==> config.mk <==
export PLATFORM = sky130hd
export DESIGN_NAME = sram_stage_sequencer_flat
export DESIGN_NICKNAME = d
export VERILOG_FILES = /design/src/rtl/sram_stage_sequencer_pkg.sv /design/src/rtl/sram_stage_sequencer_if.sv /design/src/rtl/sram_stage_sequencer_mux.sv /design/src/rtl/sram_stage_sequencer.sv /design/src/flat_wrapper.sv
export SDC_FILE = /design/constraint.sdc
export NUM_CORES = 1
export LEC_CHECK = 0
export CAP_MARGIN = 25
export CORE_ASPECT_RATIO = 1.75
export CORE_MARGIN = 3
export CORE_UTILIZATION = 25
export CTS_BUF_LIST = sky130_fd_sc_hd__clkbuf_16
export CTS_CLUSTER_SIZE = 16
export DETAILED_ROUTE_END_ITERATION = 12
export SYNTH_ARGS = -nofsm -noshare
export SYNTH_HDL_FRONTEND = slang
export SYNTH_SLANG_ARGS = --single-unit
==> constraint.sdc <==
create_clock -name Clock -period 5.75 [get_ports Clock]
set_clock_uncertainty 0.2 [all_clocks]
set_input_delay 0.575 -clock Clock [delete_from_list [all_inputs] [get_ports Clock]]
set_output_delay 0.575 -clock Clock [all_outputs]
set_load 0.02 [all_outputs]
==> src/rtl/sram_stage_sequencer_pkg.sv <==
// Shared types and default timing for the SRAM stage sequencer.
// Defaults assume a 50 MHz system clock.
package sram_seq_pkg;
  localparam int STAGE_IDX_W         = 3;
  localparam int DEF_CNT_W           = 26;
  localparam int DEF_TIMEOUT_CYCLES  = 50_000_000;
  localparam int DEF_WATCHDOG_CYCLES = 2**26 - 1;

  typedef enum logic [2:0] {
    S_IDLE,
    S_START,
    S_RUN,
    S_WAIT_VSYNC,
    S_ERROR
  } seq_state_t;
endpackage

==> src/rtl/sram_stage_sequencer_if.sv <==
// Stage, display and SRAM-controller signals of the sequencer.
// The master modport is the sequencer; slave is the surrounding pipeline.
interface sram_stage_sequencer_if #(
  parameter int NUM_STAGES = 3,
  parameter int ADDR_W     = 18,
  parameter int DATA_W     = 16
);
  logic                         start;
  logic                         abort;
  logic                         vsync_n;
  logic [NUM_STAGES-1:0]        stage_finish;
  logic [NUM_STAGES*ADDR_W-1:0] stage_addr;
  logic [NUM_STAGES*DATA_W-1:0] stage_wdata;
  logic [NUM_STAGES-1:0]        stage_we_n;
  logic [ADDR_W-1:0]            disp_addr;
  logic [NUM_STAGES-1:0]        stage_init;
  logic [NUM_STAGES-1:0]        stage_enable;
  logic                         disp_enable;
  logic [ADDR_W-1:0]            sram_addr;
  logic [DATA_W-1:0]            sram_wdata;
  logic                         sram_we_n;
  logic [2:0]                   cur_stage;
  logic                         busy;
  logic                         done;
  logic                         error;
  logic [2:0]                   error_stage;

  modport master (
    input  start, abort, vsync_n, stage_finish, stage_addr, stage_wdata,
           stage_we_n, disp_addr,
    output stage_init, stage_enable, disp_enable, sram_addr, sram_wdata,
           sram_we_n, cur_stage, busy, done, error, error_stage
  );

  modport slave (
    output start, abort, vsync_n, stage_finish, stage_addr, stage_wdata,
           stage_we_n, disp_addr,
    input  stage_init, stage_enable, disp_enable, sram_addr, sram_wdata,
           sram_we_n, cur_stage, busy, done, error, error_stage
  );
endinterface

==> src/rtl/sram_stage_sequencer_mux.sv <==
// SRAM port mux: the selected stage drives the port while running,
// otherwise the display reader address with writes disabled.
module seq_bus_mux
  import sram_seq_pkg::*;
#(
  parameter int NUM_STAGES = 3,
  parameter int ADDR_W     = 18,
  parameter int DATA_W     = 16
) (
  input  logic                         i_run,
  input  logic [STAGE_IDX_W-1:0]       i_sel,
  input  logic [NUM_STAGES*ADDR_W-1:0] i_stage_addr,
  input  logic [NUM_STAGES*DATA_W-1:0] i_stage_wdata,
  input  logic [NUM_STAGES-1:0]        i_stage_we_n,
  input  logic [ADDR_W-1:0]            i_disp_addr,
  output logic [ADDR_W-1:0]            o_addr,
  output logic [DATA_W-1:0]            o_wdata,
  output logic                         o_we_n
);
  always_comb begin
    o_addr  = i_disp_addr;
    o_wdata = '0;
    o_we_n  = 1'b1;
    if (i_run) begin
      for (int i = 0; i < NUM_STAGES; i++) begin
        if (i_sel == STAGE_IDX_W'(i)) begin
          o_addr  = i_stage_addr[i*ADDR_W +: ADDR_W];
          o_wdata = i_stage_wdata[i*DATA_W +: DATA_W];
          o_we_n  = i_stage_we_n[i];
        end
      end
    end
  end
endmodule

==> src/rtl/sram_stage_sequencer.sv <==
// Sequences exclusive SRAM ownership across NUM_STAGES pipeline stages,
// with inactivity-timeout completion, watchdog error capture and abort.
module sram_stage_sequencer
  import sram_seq_pkg::*;
#(
  parameter int                    NUM_STAGES      = 3,
  parameter int                    ADDR_W          = 18,
  parameter int                    DATA_W          = 16,
  parameter logic [NUM_STAGES-1:0] TIMEOUT_MASK    = NUM_STAGES'(1),
  parameter int                    TIMEOUT_CYCLES  = DEF_TIMEOUT_CYCLES,
  parameter int                    WATCHDOG_CYCLES = DEF_WATCHDOG_CYCLES,
  parameter int                    CNT_W           = DEF_CNT_W
) (
  input logic                    Clock,
  input logic                    Resetn,
  sram_stage_sequencer_if.master bus
);
  seq_state_t             r_state, w_state_nxt;
  logic [STAGE_IDX_W-1:0] r_cur, w_cur_nxt;
  logic [NUM_STAGES-1:0]  r_init, w_init_nxt, r_en, w_en_nxt;
  logic                   r_disp, w_disp_nxt, r_done, w_done_nxt;
  logic                   r_err, w_err_nxt, r_act, w_act_nxt;
  logic [2:0]             r_err_stage, w_err_stage_nxt;
  logic [CNT_W-1:0]       r_tmr, w_tmr_nxt, r_wd, w_wd_nxt;

  // Pad per-stage vectors to 8 bits so the 3-bit stage index always fits.
  logic [7:0] w_we8, w_fin8, w_mask8;
  logic       w_tmo_mode, w_tmo_hit, w_wd_hit, w_stage_done, w_last;

  assign w_we8        = 8'(bus.stage_we_n);
  assign w_fin8       = 8'(bus.stage_finish);
  assign w_mask8      = 8'(TIMEOUT_MASK);
  assign w_tmo_mode   = w_mask8[r_cur];
  assign w_tmo_hit    = (r_tmr == CNT_W'(TIMEOUT_CYCLES - 1)) && r_act;
  assign w_wd_hit     = (WATCHDOG_CYCLES != 0) && (r_wd == CNT_W'(WATCHDOG_CYCLES - 1));
  assign w_stage_done = w_tmo_mode ? w_tmo_hit : w_fin8[r_cur];
  assign w_last       = (r_cur == STAGE_IDX_W'(NUM_STAGES - 1));

  always_comb begin
    w_state_nxt     = r_state;
    w_cur_nxt       = r_cur;
    w_init_nxt      = '0;
    w_en_nxt        = r_en;
    w_disp_nxt      = r_disp;
    w_done_nxt      = 1'b0;
    w_err_nxt       = r_err;
    w_err_stage_nxt = r_err_stage;
    w_tmr_nxt       = r_tmr;
    w_wd_nxt        = r_wd;
    w_act_nxt       = r_act;
    case (r_state)
      S_IDLE: begin
        w_disp_nxt = 1'b1;
        if (bus.start && !bus.abort) begin
          w_cur_nxt   = '0;
          w_disp_nxt  = 1'b0;
          w_state_nxt = S_START;
        end
      end
      S_START: begin
        w_init_nxt  = NUM_STAGES'(1) << r_cur;
        w_en_nxt    = NUM_STAGES'(1) << r_cur;
        w_tmr_nxt   = '0;
        w_wd_nxt    = '0;
        w_act_nxt   = 1'b0;
        w_state_nxt = S_RUN;
      end
      S_RUN: begin
        if (!w_we8[r_cur]) begin
          w_tmr_nxt = '0;
          w_act_nxt = 1'b1;
        end else if (r_tmr != '1) begin
          w_tmr_nxt = r_tmr + 1'b1;
        end
        if (r_wd != '1) w_wd_nxt = r_wd + 1'b1;
        // Completion is checked first so a finish on the expiry cycle wins.
        if (w_stage_done) begin
          w_en_nxt = '0;
          if (w_last) begin
            w_disp_nxt  = 1'b1;
            w_state_nxt = S_WAIT_VSYNC;
          end else begin
            w_cur_nxt   = r_cur + 1'b1;
            w_state_nxt = S_START;
          end
        end else if (!w_tmo_mode && w_wd_hit) begin
          w_err_nxt       = 1'b1;
          w_err_stage_nxt = r_cur;
          w_en_nxt        = '0;
          w_disp_nxt      = 1'b1;
          w_state_nxt     = S_ERROR;
        end
      end
      S_WAIT_VSYNC: begin
        if (!bus.vsync_n) begin
          w_done_nxt  = 1'b1;
          w_state_nxt = S_IDLE;
        end
      end
      S_ERROR: begin
        if (bus.start) begin
          w_err_nxt   = 1'b0;
          w_cur_nxt   = '0;
          w_disp_nxt  = 1'b0;
          w_state_nxt = S_START;
        end
      end
      default: w_state_nxt = S_IDLE;
    endcase
    if (bus.abort && r_state != S_IDLE) begin
      w_state_nxt = S_IDLE;
      w_init_nxt  = '0;
      w_en_nxt    = '0;
      w_disp_nxt  = 1'b1;
      w_done_nxt  = 1'b0;
      w_err_nxt   = 1'b0;
    end
  end

  always_ff @(posedge Clock) begin
    if (!Resetn) begin
      r_state     <= S_IDLE;
      r_cur       <= '0;
      r_init      <= '0;
      r_en        <= '0;
      r_disp      <= 1'b1;
      r_done      <= 1'b0;
      r_err       <= 1'b0;
      r_err_stage <= '0;
      r_tmr       <= '0;
      r_wd        <= '0;
      r_act       <= 1'b0;
    end else begin
      r_state     <= w_state_nxt;
      r_cur       <= w_cur_nxt;
      r_init      <= w_init_nxt;
      r_en        <= w_en_nxt;
      r_disp      <= w_disp_nxt;
      r_done      <= w_done_nxt;
      r_err       <= w_err_nxt;
      r_err_stage <= w_err_stage_nxt;
      r_tmr       <= w_tmr_nxt;
      r_wd        <= w_wd_nxt;
      r_act       <= w_act_nxt;
    end
  end

  seq_bus_mux #(.NUM_STAGES(NUM_STAGES), .ADDR_W(ADDR_W), .DATA_W(DATA_W)) u_mux (
    .i_run         (r_state == S_RUN),
    .i_sel         (r_cur),
    .i_stage_addr  (bus.stage_addr),
    .i_stage_wdata (bus.stage_wdata),
    .i_stage_we_n  (bus.stage_we_n),
    .i_disp_addr   (bus.disp_addr),
    .o_addr        (bus.sram_addr),
    .o_wdata       (bus.sram_wdata),
    .o_we_n        (bus.sram_we_n)
  );

  assign bus.stage_init   = r_init;
  assign bus.stage_enable = r_en;
  assign bus.disp_enable  = r_disp;
  assign bus.cur_stage    = r_cur;
  assign bus.busy         = (r_state != S_IDLE) && (r_state != S_ERROR);
  assign bus.done         = r_done;
  assign bus.error        = r_err;
  assign bus.error_stage  = r_err_stage;
endmodule

==> src/flat_wrapper.sv <==
// flat-port wrapper written by rule: the top's interface ports become plain ports
module sram_stage_sequencer_flat import sram_seq_pkg::*;
#(
  parameter int                    NUM_STAGES      = 3,
  parameter int                    ADDR_W          = 18,
  parameter int                    DATA_W          = 16,
  parameter logic [NUM_STAGES-1:0] TIMEOUT_MASK    = NUM_STAGES'(1),
  parameter int                    TIMEOUT_CYCLES  = DEF_TIMEOUT_CYCLES,
  parameter int                    WATCHDOG_CYCLES = DEF_WATCHDOG_CYCLES,
  parameter int                    CNT_W           = DEF_CNT_W
)
  (Clock, Resetn, bus_start, bus_abort, bus_vsync_n, bus_stage_finish, bus_stage_addr, bus_stage_wdata, bus_stage_we_n, bus_disp_addr, bus_stage_init, bus_stage_enable, bus_disp_enable, bus_sram_addr, bus_sram_wdata, bus_sram_we_n, bus_cur_stage, bus_busy, bus_done, bus_error, bus_error_stage);
  sram_stage_sequencer_if #(.NUM_STAGES(NUM_STAGES), .ADDR_W(ADDR_W), .DATA_W(DATA_W)) bus_i ();
  input logic Clock;
  input logic Resetn;
  input wire logic [$bits(bus_i.start)-1:0] bus_start;
  input wire logic [$bits(bus_i.abort)-1:0] bus_abort;
  input wire logic [$bits(bus_i.vsync_n)-1:0] bus_vsync_n;
  input wire logic [$bits(bus_i.stage_finish)-1:0] bus_stage_finish;
  input wire logic [$bits(bus_i.stage_addr)-1:0] bus_stage_addr;
  input wire logic [$bits(bus_i.stage_wdata)-1:0] bus_stage_wdata;
  input wire logic [$bits(bus_i.stage_we_n)-1:0] bus_stage_we_n;
  input wire logic [$bits(bus_i.disp_addr)-1:0] bus_disp_addr;
  output wire logic [$bits(bus_i.stage_init)-1:0] bus_stage_init;
  output wire logic [$bits(bus_i.stage_enable)-1:0] bus_stage_enable;
  output wire logic [$bits(bus_i.disp_enable)-1:0] bus_disp_enable;
  output wire logic [$bits(bus_i.sram_addr)-1:0] bus_sram_addr;
  output wire logic [$bits(bus_i.sram_wdata)-1:0] bus_sram_wdata;
  output wire logic [$bits(bus_i.sram_we_n)-1:0] bus_sram_we_n;
  output wire logic [$bits(bus_i.cur_stage)-1:0] bus_cur_stage;
  output wire logic [$bits(bus_i.busy)-1:0] bus_busy;
  output wire logic [$bits(bus_i.done)-1:0] bus_done;
  output wire logic [$bits(bus_i.error)-1:0] bus_error;
  output wire logic [$bits(bus_i.error_stage)-1:0] bus_error_stage;
  assign bus_i.start = bus_start;
  assign bus_i.abort = bus_abort;
  assign bus_i.vsync_n = bus_vsync_n;
  assign bus_i.stage_finish = bus_stage_finish;
  assign bus_i.stage_addr = bus_stage_addr;
  assign bus_i.stage_wdata = bus_stage_wdata;
  assign bus_i.stage_we_n = bus_stage_we_n;
  assign bus_i.disp_addr = bus_disp_addr;
  assign bus_stage_init = bus_i.stage_init;
  assign bus_stage_enable = bus_i.stage_enable;
  assign bus_disp_enable = bus_i.disp_enable;
  assign bus_sram_addr = bus_i.sram_addr;
  assign bus_sram_wdata = bus_i.sram_wdata;
  assign bus_sram_we_n = bus_i.sram_we_n;
  assign bus_cur_stage = bus_i.cur_stage;
  assign bus_busy = bus_i.busy;
  assign bus_done = bus_i.done;
  assign bus_error = bus_i.error;
  assign bus_error_stage = bus_i.error_stage;
  sram_stage_sequencer #(.NUM_STAGES(NUM_STAGES), .ADDR_W(ADDR_W), .DATA_W(DATA_W), .TIMEOUT_MASK(TIMEOUT_MASK), .TIMEOUT_CYCLES(TIMEOUT_CYCLES), .WATCHDOG_CYCLES(WATCHDOG_CYCLES), .CNT_W(CNT_W)) u_core (.Clock(Clock), .Resetn(Resetn), .bus(bus_i));
endmodule
==> summary.txt <==
final hold vios: 0
Critical Path Sink Type: output port
Max Clock Freq: 238 MHz
first-iteration detailed-routing DRC count: 236
fin crit share: 73.1%
first-pass GRT wire length: 28900 µm
synthesized area per cell: 7.07 µm²
Worst Path Required: 4.97 ns
Pleak: 2.45 nW
IO Pins: 182
post-cts sizing count: 0
Synth Warn #: 0
Die H: 192 µm
Seq cells post-synth: 72
hold buffers post-CTS: 0
Seq/Total Area, Yosys: 29.3%
post-layout util: 37.3%
fin nets: 983
most frequent cell after synthesis: nand2_1
Logic pwr share: 35.3%
top post-synthesis cells by count: nand2_1, nor2_1, dfxtp_1
async set-or-reset flop fraction in the synthesized netlist: 0%
Fillers: 2024
# DRC: 0
setup_tns: 0 ns
VDD IR max: 0.149 mV
routability cong.: 0.840
Worst Setup Start Kind: register
Max stage delay on crit path: 0.75 ns
Seq pwr share: 32.3%
crit path max fanout: 30
vias post-DR: 5773
crit path cell chain: inv_1, ha_1, nand2_1, buf_4, nor2_1, a311oi_1, a21oi_1, o21ai_0, clkdlybuf4s50_1
Hold/Removal Path Class: reg2reg
post-route cell area: 0.00719 mm²
Root Driver: clkbuf_16
dpl cell area: 0.00690 mm²
clock sink count: 72
First-pass DRT Iterations: 4
Yosys cell types: 63
Net Sw Frac: 34.5%
Die X: 112 µm
max_slew headroom: 32.2%
CTS Buffer Depth: 2
Syn Std Cell Area: 0.00492 mm²
status: completed
dpl hpwl: 14000 µm
number of synthesized flops with an enable pin: 0
number of diodes: 0
Total GRT Usage: 16.4%
I/O Buffers: 181
initial antenna violation count: 0
number of global-route vias before repair: 5741
Yosys top cell area share: 29.3%
final antenna-violating net count: 0
Post-CTS Setup Inserts: 0
Clk pwr share: 32.4%
largest net degree at the start of global routing: 33
grt ovf: 0
H-tree Lvls: 3
core area: 0.0193 mm²
total of max-cap violations: 0
Primary FF master, synth: dfxtp_1
top post-synthesis cells by area: dfxtp_1, nand2_1, nor2_1
Worst path slowest cell: nand2_1
Final setup viols: 0
area delta synth->final: 46.1%
critical path arrival: 3.43 ns
worst slew pin tran: 1.01 ns
Starting Density: 25.5%
Slew Limit Fails: 0
crit path kind: reg2out
largest area contributor in the netlist: dfxtp_1
clk_lat worst skew: 0.33 ns
internal power: 1.11 mW
NetSw: 585 µW
unrepaired setup endpoints after global routing: no
clock-pin slew on the worst setup and hold paths: 0.06 ns
minimum clock period: 4.20 ns
final wirelength: 18300 µm
Power Dens Cells: 236 mW/mm²
wire per inst: 16.7 µm
share of cells above drive strength 1: 4.00%
CTS tree: built
Syn Inst Count: 696
DR vias/cell: 5.29
total die area: 0.0215 mm²
row count: 67
total nets after synthesis: 834
CTS Buf Count: 9
metal layers:
metal / GRT usage, % / routed length [µm] / vias to the layer above
li1: - / - / 2852
met1: 16.9 / 6860 / 2698
met2: 32.0 / 9970 / 201
met3: 3.72 / 1110 / 22
met4: 5.46 / 337 / 0
met5: 0 / 0 / -
state kept, by name (all words and copies together) (netlist names), 3 cells and up:
name and cells:
u_core.r_state 3, u_core.r_wd 26, u_core.r_tmr 26, u_core.bus.cur_stage 3, u_core.bus.stage_enable 3, u_core.bus.error_stage 3
u_core.bus.stage_init 3
layout by cell type (no fill, tap or decap), types with 9 or more instances in the layout:
cell / instances
a31oi_1: 15
nand3_1: 29
a21oi_1: 47
nor3_1: 33
a221oi_1: 18
or3_1: 9
o21ai_0: 45
dfxtp_1: 72
nand4_1: 18
and3_1: 9
inv_1: 17
a311oi_1: 19
nor2_1: 82
clkdlybuf4s50_1: 181
nand2_1: 104
xor2_1: 11
clkbuf_16: 9
power groups by stage:
stage	Sequential [mW]	Clock, mW	Combinational, mW
after floorplan	0.548	0	0.316
after global placement	0.559	0	0.603
after detailed placement	0.559	0	0.602
after CTS	0.548	0.555	0.607
after global routing	0.553	0.579	0.652
final	0.548	0.549	0.599
layout make-up:
type	instances	area, µm²	share of cell area [%]
clock buffer	9	225	3.13
clock inverter	7	63.8	0.888
inverter	17	63.8	0.888
multi-input combinational	556	3220	44.7
sequential	72	1440	20.1
tap	241	302	4.20
timing repair buffer	189	1880	26.1
metrics by stage:
step	cells	power (mW)	setup slack, ns	hold slack [ns]
2_1_floorplan	696	0.863	2.45	0.226
3_3_place_gp	1074	1.16	1.67	0.243
3_5_place_dp	1075	1.16	1.83	0.251
4_1_cts	1091	1.71	1.46	0.259
5_1_grt	1091	1.78	1.23	0.295
6_report	1091	1.70	1.55	0.262
critical path: cells and delay by family (launching register included):
kind | cells | cell delay [ns]
simple gates | 2 | 0.80
fa+ha+maj | 1 | 0.23
buf+inv | 3 | 1.08
flops | 1 | 0.52
compound gates | 3 | 0.46
cell families after synthesis:
kind of cell	count (synthesis)	share of synthesized area, %
XOR/XNOR	18	3.20
AND/OR/NAND/NOR	332	32.6
multiplexers	6	1.22
adder cells (fa/ha/maj)	7	1.78
buffers and inverters	68	5.60
AO/OA/AOI/OAI	193	26.3
flip-flops	72	29.3
path summary, 6_finish.rpt:
kind	slack, ns	from	to	cells past startpoint
hold reg to reg	0.26	u_core.r_tmr[23]$_SDFFE_PN0P_	u_core.r_tmr[23]$_SDFFE_PN0P_	1
setup / recovery	1.55	u_core.bus.cur_stage[1]$_SDFFE_PN0N_	bus_sram_addr[9]	9
setup reg to reg	2.28	u_core.r_state[2]$_SDFFE_PP0P_	u_core.r_tmr[4]$_SDFFE_PN0P_	6
hold / removal	0.26	u_core.r_tmr[23]$_SDFFE_PN0P_	u_core.r_tmr[23]$_SDFFE_PN0P_	1
No activity file was read; power rests on OpenSTA's default activity.
